**src/rtl/bcd_pkg.sv**
```systemverilog
// Shared types and constants for the BCD-to-binary converter.
package bcd_pkg;

    typedef enum logic [1:0] {
        IDLE,
        CONV,
        DONE
    } conv_state_t;

    localparam logic [3:0] BCD_DIGIT_MAX = 4'd9;
    localparam int         BCD_NIBBLE_W  = 4;

endpackage

```
**src/rtl/bcd_to_binary_seq_if.sv**
```systemverilog
// Request/result handshake bundle for bcd_to_binary_seq.
interface bcd_to_binary_seq_if #(
    parameter int DIGITS = 3,
    parameter int BIN_W  = 10
);
    logic                  in_valid;
    logic                  in_ready;
    logic [4*DIGITS-1:0]   bcd_in;
    logic                  out_valid;
    logic                  out_ready;
    logic [BIN_W-1:0]      bin_out;
    logic                  digit_err;

    modport master (
        output in_valid, bcd_in, out_ready,
        input  in_ready, out_valid, bin_out, digit_err
    );

    modport slave (
        input  in_valid, bcd_in, out_ready,
        output in_ready, out_valid, bin_out, digit_err
    );
endinterface

```
**src/rtl/bcd_mul10_add.sv**
```systemverilog
// One Horner step: sum = acc*10 + digit, truncated to BIN_W bits.
module bcd_mul10_add
    import bcd_pkg::*;
#(
    parameter int BIN_W = 10
) (
    input  logic [BIN_W-1:0]        acc,
    input  logic [BCD_NIBBLE_W-1:0] digit,
    output logic [BIN_W-1:0]        sum
);
    // x10 as x8 + x2 keeps this to shifts and adders
    logic [BIN_W-1:0] acc_x8;
    logic [BIN_W-1:0] acc_x2;

    assign acc_x8 = acc << 3;
    assign acc_x2 = acc << 1;
    assign sum    = acc_x8 + acc_x2 + BIN_W'(digit);
endmodule

```
**src/rtl/bcd_to_binary_seq.sv**
```systemverilog
// Sequential packed-BCD to binary converter, one digit per clock, MSD first.
module bcd_to_binary_seq
    import bcd_pkg::*;
#(
    parameter int DIGITS = 3,
    parameter int BIN_W  = 10
) (
    input  logic               clk,
    input  logic               reset,
    bcd_to_binary_seq_if.slave bus
);
    localparam int CNT_W = $clog2(DIGITS) + 1;
    localparam int SR_W  = BCD_NIBBLE_W * DIGITS;

    conv_state_t       state_q, state_d;
    logic [BIN_W-1:0]  acc_q, acc_d;
    logic [SR_W-1:0]   sr_q, sr_d;
    logic [CNT_W-1:0]  cnt_q, cnt_d;
    logic              err_q, err_d;
    logic [BIN_W-1:0]  bin_q, bin_d;
    logic              derr_q, derr_d;

    logic [BCD_NIBBLE_W-1:0] digit;
    logic [BIN_W-1:0]        mac;

    assign digit = sr_q[SR_W-1 -: BCD_NIBBLE_W];

    bcd_mul10_add #(.BIN_W(BIN_W)) u_mac (
        .acc   (acc_q),
        .digit (digit),
        .sum   (mac)
    );

    always_comb begin
        state_d = state_q;
        acc_d   = acc_q;
        sr_d    = sr_q;
        cnt_d   = cnt_q;
        err_d   = err_q;
        bin_d   = bin_q;
        derr_d  = derr_q;
        case (state_q)
            IDLE: begin
                if (bus.in_valid) begin
                    sr_d    = bus.bcd_in;
                    acc_d   = '0;
                    cnt_d   = CNT_W'(DIGITS - 1);
                    err_d   = 1'b0;
                    state_d = CONV;
                end
            end
            CONV: begin
                acc_d = mac;
                err_d = err_q | (digit > BCD_DIGIT_MAX);
                sr_d  = sr_q << BCD_NIBBLE_W;
                if (cnt_q == '0) begin
                    // latch the result so bin_out holds it after returning to IDLE
                    bin_d   = mac;
                    derr_d  = err_d;
                    state_d = DONE;
                end else begin
                    cnt_d = cnt_q - CNT_W'(1);
                end
            end
            DONE: begin
                if (bus.out_ready) state_d = IDLE;
            end
            default: state_d = IDLE;
        endcase
    end

    always_ff @(posedge clk or posedge reset) begin
        if (reset) begin
            state_q <= IDLE;
            acc_q   <= '0;
            sr_q    <= '0;
            cnt_q   <= '0;
            err_q   <= 1'b0;
            bin_q   <= '0;
            derr_q  <= 1'b0;
        end else begin
            state_q <= state_d;
            acc_q   <= acc_d;
            sr_q    <= sr_d;
            cnt_q   <= cnt_d;
            err_q   <= err_d;
            bin_q   <= bin_d;
            derr_q  <= derr_d;
        end
    end

    assign bus.in_ready  = (state_q == IDLE);
    assign bus.out_valid = (state_q == DONE);
    assign bus.bin_out   = bin_q;
    assign bus.digit_err = derr_q;
endmodule

```
**src/flat_wrapper.sv**
```systemverilog
// flat-port wrapper written by rule: the top's interface ports become plain ports
module bcd_to_binary_seq_flat import bcd_pkg::*;
#(
    parameter int DIGITS = 3,
    parameter int BIN_W  = 10
)
  (clk, reset, bus_in_valid, bus_bcd_in, bus_out_ready, bus_in_ready, bus_out_valid, bus_bin_out, bus_digit_err);
  bcd_to_binary_seq_if #(.DIGITS(DIGITS), .BIN_W(BIN_W)) bus_i ();
  input  logic clk;
  input  logic reset;
  input wire logic [$bits(bus_i.in_valid)-1:0] bus_in_valid;
  input wire logic [$bits(bus_i.bcd_in)-1:0] bus_bcd_in;
  input wire logic [$bits(bus_i.out_ready)-1:0] bus_out_ready;
  output wire logic [$bits(bus_i.in_ready)-1:0] bus_in_ready;
  output wire logic [$bits(bus_i.out_valid)-1:0] bus_out_valid;
  output wire logic [$bits(bus_i.bin_out)-1:0] bus_bin_out;
  output wire logic [$bits(bus_i.digit_err)-1:0] bus_digit_err;
  assign bus_i.in_valid = bus_in_valid;
  assign bus_i.bcd_in = bus_bcd_in;
  assign bus_i.out_ready = bus_out_ready;
  assign bus_in_ready = bus_i.in_ready;
  assign bus_out_valid = bus_i.out_valid;
  assign bus_bin_out = bus_i.bin_out;
  assign bus_digit_err = bus_i.digit_err;
  bcd_to_binary_seq #(.DIGITS(DIGITS), .BIN_W(BIN_W)) u_core (.clk(clk), .reset(reset), .bus(bus_i));
endmodule
```
**config.mk**
```make
export PLATFORM = sky130hd
export DESIGN_NAME = bcd_to_binary_seq_flat
export DESIGN_NICKNAME = d
export VERILOG_FILES = /design/src/rtl/bcd_pkg.sv /design/src/rtl/bcd_to_binary_seq_if.sv /design/src/rtl/bcd_mul10_add.sv /design/src/rtl/bcd_to_binary_seq.sv /design/src/flat_wrapper.sv
export SDC_FILE = /design/constraint.sdc
export NUM_CORES = 1
export LEC_CHECK = 0
export BUFFER_PORTS_ARGS = -buffer_cell sky130_fd_sc_hd__buf_2
export CAP_MARGIN = 5
export CELL_PAD_IN_SITES_DETAIL_PLACEMENT = 0
export CELL_PAD_IN_SITES_GLOBAL_PLACEMENT = 1
export CORE_MARGIN = 2
export CORE_UTILIZATION = 47
export DETAILED_ROUTE_END_ITERATION = 6
export PLACE_DENSITY = 0.82
export SYNTH_ARGS = -nofsm -noshare
export SYNTH_HDL_FRONTEND = slang
export SYNTH_SLANG_ARGS = --single-unit
```
**constraint.sdc**
```tcl
create_clock -name clk -period 5.3 [get_ports clk]
set_input_delay 1.325 -clock clk [delete_from_list [all_inputs] [get_ports clk]]
set_output_delay 1.325 -clock clk [all_outputs]
set_load 0.02 [all_outputs]
```
==> results.json <==
{
  "final-seq-area_um2": 951,
  "crit_fanout": 31,
  "synth_nets": 228,
  "finalPower_mw": 1.73,
  "post_drt_wl_per_cell_um": 14.0,
  "timing.rr.end": "u_core.acc_q[8]$_DFFE_PP0P_",
  "clkTransAtPathRegs_ns": 0.08,
  "relSlewSlack_pct": 24.2,
  "cts_resized": 0,
  "area_delta_synth_final_pct": 16.3,
  "die_w_um": 68.7,
  "port_buffers": 28,
  "max_freq_mhz": 393,
  "grt_util_all_layers_pct": 19.3,
  "grt_pass1_vias": 1440,
  "vias_per_cell": 5.24,
  "utilization_pct": 57.1,
  "dp_hpwl_um": 2890,
  "status": "completed",
  "core_um2": 4000,
  "seq_area_frac_synth_pct": 48.4,
  "grt_max_degree": 39,
  "start_util_pct": 49.1,
  "gr-total-overflow": 0,
  "worst_r2r_path_depth": 8,
  "post-cts-setup-buffer-count": 0,
  "ant_nets": 0,
  "route.met2.wl_um": 1830,
  "skew_ns": 0.0112,
  "syn_area_um2": 1970,
  "antenna_cells": 0,
  "p_per_area_nw_per_um2": 755,
  "layout-drive-gt1-share_pct": 18.4,
  "drt_pre_antenna_iters": 4,
  "multi_input_area_um2": 937,
  "crit_type": "primary input to register",
  "syn_area_per_cell_um2": 10.1,
  "critPathLaunchType": "primary input",
  "min_period_ns": 2.54,
  "setup_tns_ns": 0,
  "clock-sinks": 38,
  "via_count": 1431,
  "critical_path.startpoint": "bus_in_valid",
  "grt_setup_unrepaired": "no",
  "cts_made_buffers": 5,
  "cts_hold_buf": 0,
  "worstPathRequired_ns": 5.43,
  "cts_tree": "yes",
  "reg2reg_from": "u_core.sr_q[11]$_DFFE_PP0P_",
  "finalNonFillerCells": 273,
  "end_kind": "register",
  "maxSlewViolCount": 0,
  "grt_pass1_wl_um": 6610,
  "max-cap-violations": 0,
  "h-tree-depth": 2,
  "drc": 0,
  "wl_met3_um": 182,
  "min_path_type": "register to register",
  "yosysWarnings": 0,
  "yosysUniqueCellTypes": 31,
  "rows": 23,
  "vdd_drop_max_mv": 0.364,
  "hold_viol": 0,
  "fp.dieH_um": 68.7,
  "synth-seq-cells": 38,
  "cts-root-buf": "clkbuf_8",
  "tightest_slew_ns": 1.14,
  "cp-endpoint": "u_core.cnt_q[1]$_DFFE_PP0P_",
  "highest_layer": "met4",
  "die_area_um2": 4720,
  "wl_um": 3820,
  "r2r_setup_slack_ns": 2.97,
  "cp.arrival_ns": 2.67,
  "m1WireLength_um": 1750,
  "antenna_found_initial": 0,
  "dpl.cell_count": 265,
  "syn-instance-count": 194,
  "io_pins": 29,
  "leakagePower_nw": 1.16,
  "initialDrtViolationCount": 42,
  "setup-violations-final": 0,
  "nFillCells": 352,
  "nNetsFinal": 256,
  "clock_latency_ns": 0.29,
  "fin_crit_sh_pct": 48.0,
  "gp_congestion": 0.827,
  "worst_hold_slack_ns": 0.479,
  "cts.path.max_buffers": 2
}
-- layer usage --
metal,global-route usage (%),vias to the layer above
met3,6.01,7
met5,0,-
met4,6.75,0
met1,23.6,676
li1,-,718
met2,32.2,30
-- worst max-delay path, stage by stage --
cell	delay, ns
buf_2	0.11
o21bai_2	0.86
nor2_1	0.19
nor2_1	0.14
a31oi_1	0.05
-- flip-flops by register name (all words and copies together), names as in the netlist --
| signal | cells |
|---|---|
| u_core.sr_q | 12 |
| u_core.acc_q | 9 |
| u_core.bus.bin_out | 10 |
| u_core.state_q | 2 |
| u_core.err_q | 1 |
| u_core.bus.digit_err | 1 |
| u_core.cnt_q | 3 |
-- stage by stage --
step | setup slack, ns | instance area (um2)
3_3_place_gp | 2.53 | 2140
6_report | 2.76 | 2290
3_5_place_dp | 2.44 | 2140
2_1_floorplan | 3.11 | 1970
4_1_cts | 2.75 | 2290
5_1_grt | 2.58 | 2290
-- how the worst min path moves through the flow --
stage                                      start                           endpoint  cells past startpoint
3_5_place_dp   u_core.bus.bin_out[2]$_DFFE_PP0P_  u_core.bus.bin_out[2]$_DFFE_PP0P_                      2
4_1_cts        u_core.bus.bin_out[2]$_DFFE_PP0P_  u_core.bus.bin_out[2]$_DFFE_PP0P_                      2
5_1_grt        u_core.bus.bin_out[2]$_DFFE_PP0P_  u_core.bus.bin_out[2]$_DFFE_PP0P_                      2
6_report       u_core.bus.bin_out[2]$_DFFE_PP0P_  u_core.bus.bin_out[2]$_DFFE_PP0P_                      2
3_3_place_gp   u_core.bus.bin_out[6]$_DFFE_PP0P_  u_core.bus.bin_out[6]$_DFFE_PP0P_                      2
2_1_floorplan         u_core.sr_q[4]$_DFFE_PP0P_         u_core.sr_q[4]$_DFFE_PP0P_                      2
-- layout make-up --
| cell class | instances | area share [%] |
|---|---|---|
| Clock buffer | 6 | 3.61 |
| Clock inverter | 2 | 2.63 |
| Inverter | 12 | 1.97 |
| Multi-Input combinational cell | 136 | 41.0 |
| Sequential cell | 38 | 41.6 |
| Tap cell | 50 | 2.74 |
| Timing Repair Buffer | 29 | 6.46 |
-- power by group --
part           total (mW)  internal [mW]  switching (mW)
sequential          0.512          0.423          0.0884
combinational       0.910          0.367           0.543
clock               0.304          0.201           0.103
total                1.73          0.991           0.734
-- placed cells by master (no fill, tap or decap) --
cell / count
a21oi_1: 4
o21ai_1: 21
clkbuf_8: 6
nor4b_1: 1
a22o_1: 8
nor2_1: 6
and3b_1: 1
buf_2: 28
dfrtp_1: 38
a21o_1: 1
o22a_1: 1
bufinv_16: 2
nor2b_4: 1
xor2_1: 3
o21bai_2: 1
or2_1: 1
nand2b_1: 3
fa_1: 2
nor2b_1: 2
ha_1: 16
o21ai_0: 3
nand4_1: 1
buf_4: 1
inv_1: 12
nand2_1: 36
o21a_1: 3
xnor2_1: 3
o31ai_2: 2
nor3_1: 2
o31a_1: 1
nand3_1: 3
mux2i_1: 8
a31oi_1: 2
-- cells by family after synthesis --
kind of cell             count (synthesis)  share of synthesized area [%]
AND/OR/NAND/NOR                         57                           13.1
AO/OA/AOI/OAI                           47                           15.4
flip-flops                              38                           48.4
buffers and inverters                   20                           4.14
adder cells (fa/ha/maj)                 18                           12.2
multiplexers                             8                           4.07
XOR/XNOR                                 6                           2.67
-- cell usage after synthesis --
master	instances	share of area, %
dfrtp_1	38	48
nand2_1	36	6.9
o21ai_1	21	5.3
ha_1	16	10
inv_1	12	2.3
a22o_1	8	3.6
mux2i_1	8	4.1
nor2_1	6	1.1
buf_2	5	1.3
a21oi_1	4	1.0
clkbuf_1	3	0.57
nand2b_1	3	0.95
nand3_1	3	0.76
o21a_1	3	1.1
o21ai_0	3	0.76
xnor2_1	3	1.3
xor2_1	3	1.3
a31oi_1	2	0.64
fa_1	2	2.0
nor2b_1	2	0.64
nor3_1	2	0.51
o31ai_2	2	1.3
a21o_1	1	0.38
and3b_1	1	0.45
nand4_1	1	0.32
nor2b_4	1	0.70
nor4b_1	1	0.45
o21bai_1	1	0.38
o22a_1	1	0.45
o31a_1	1	0.45
or2_1	1	0.32
(Power assumes the default switching activity.)
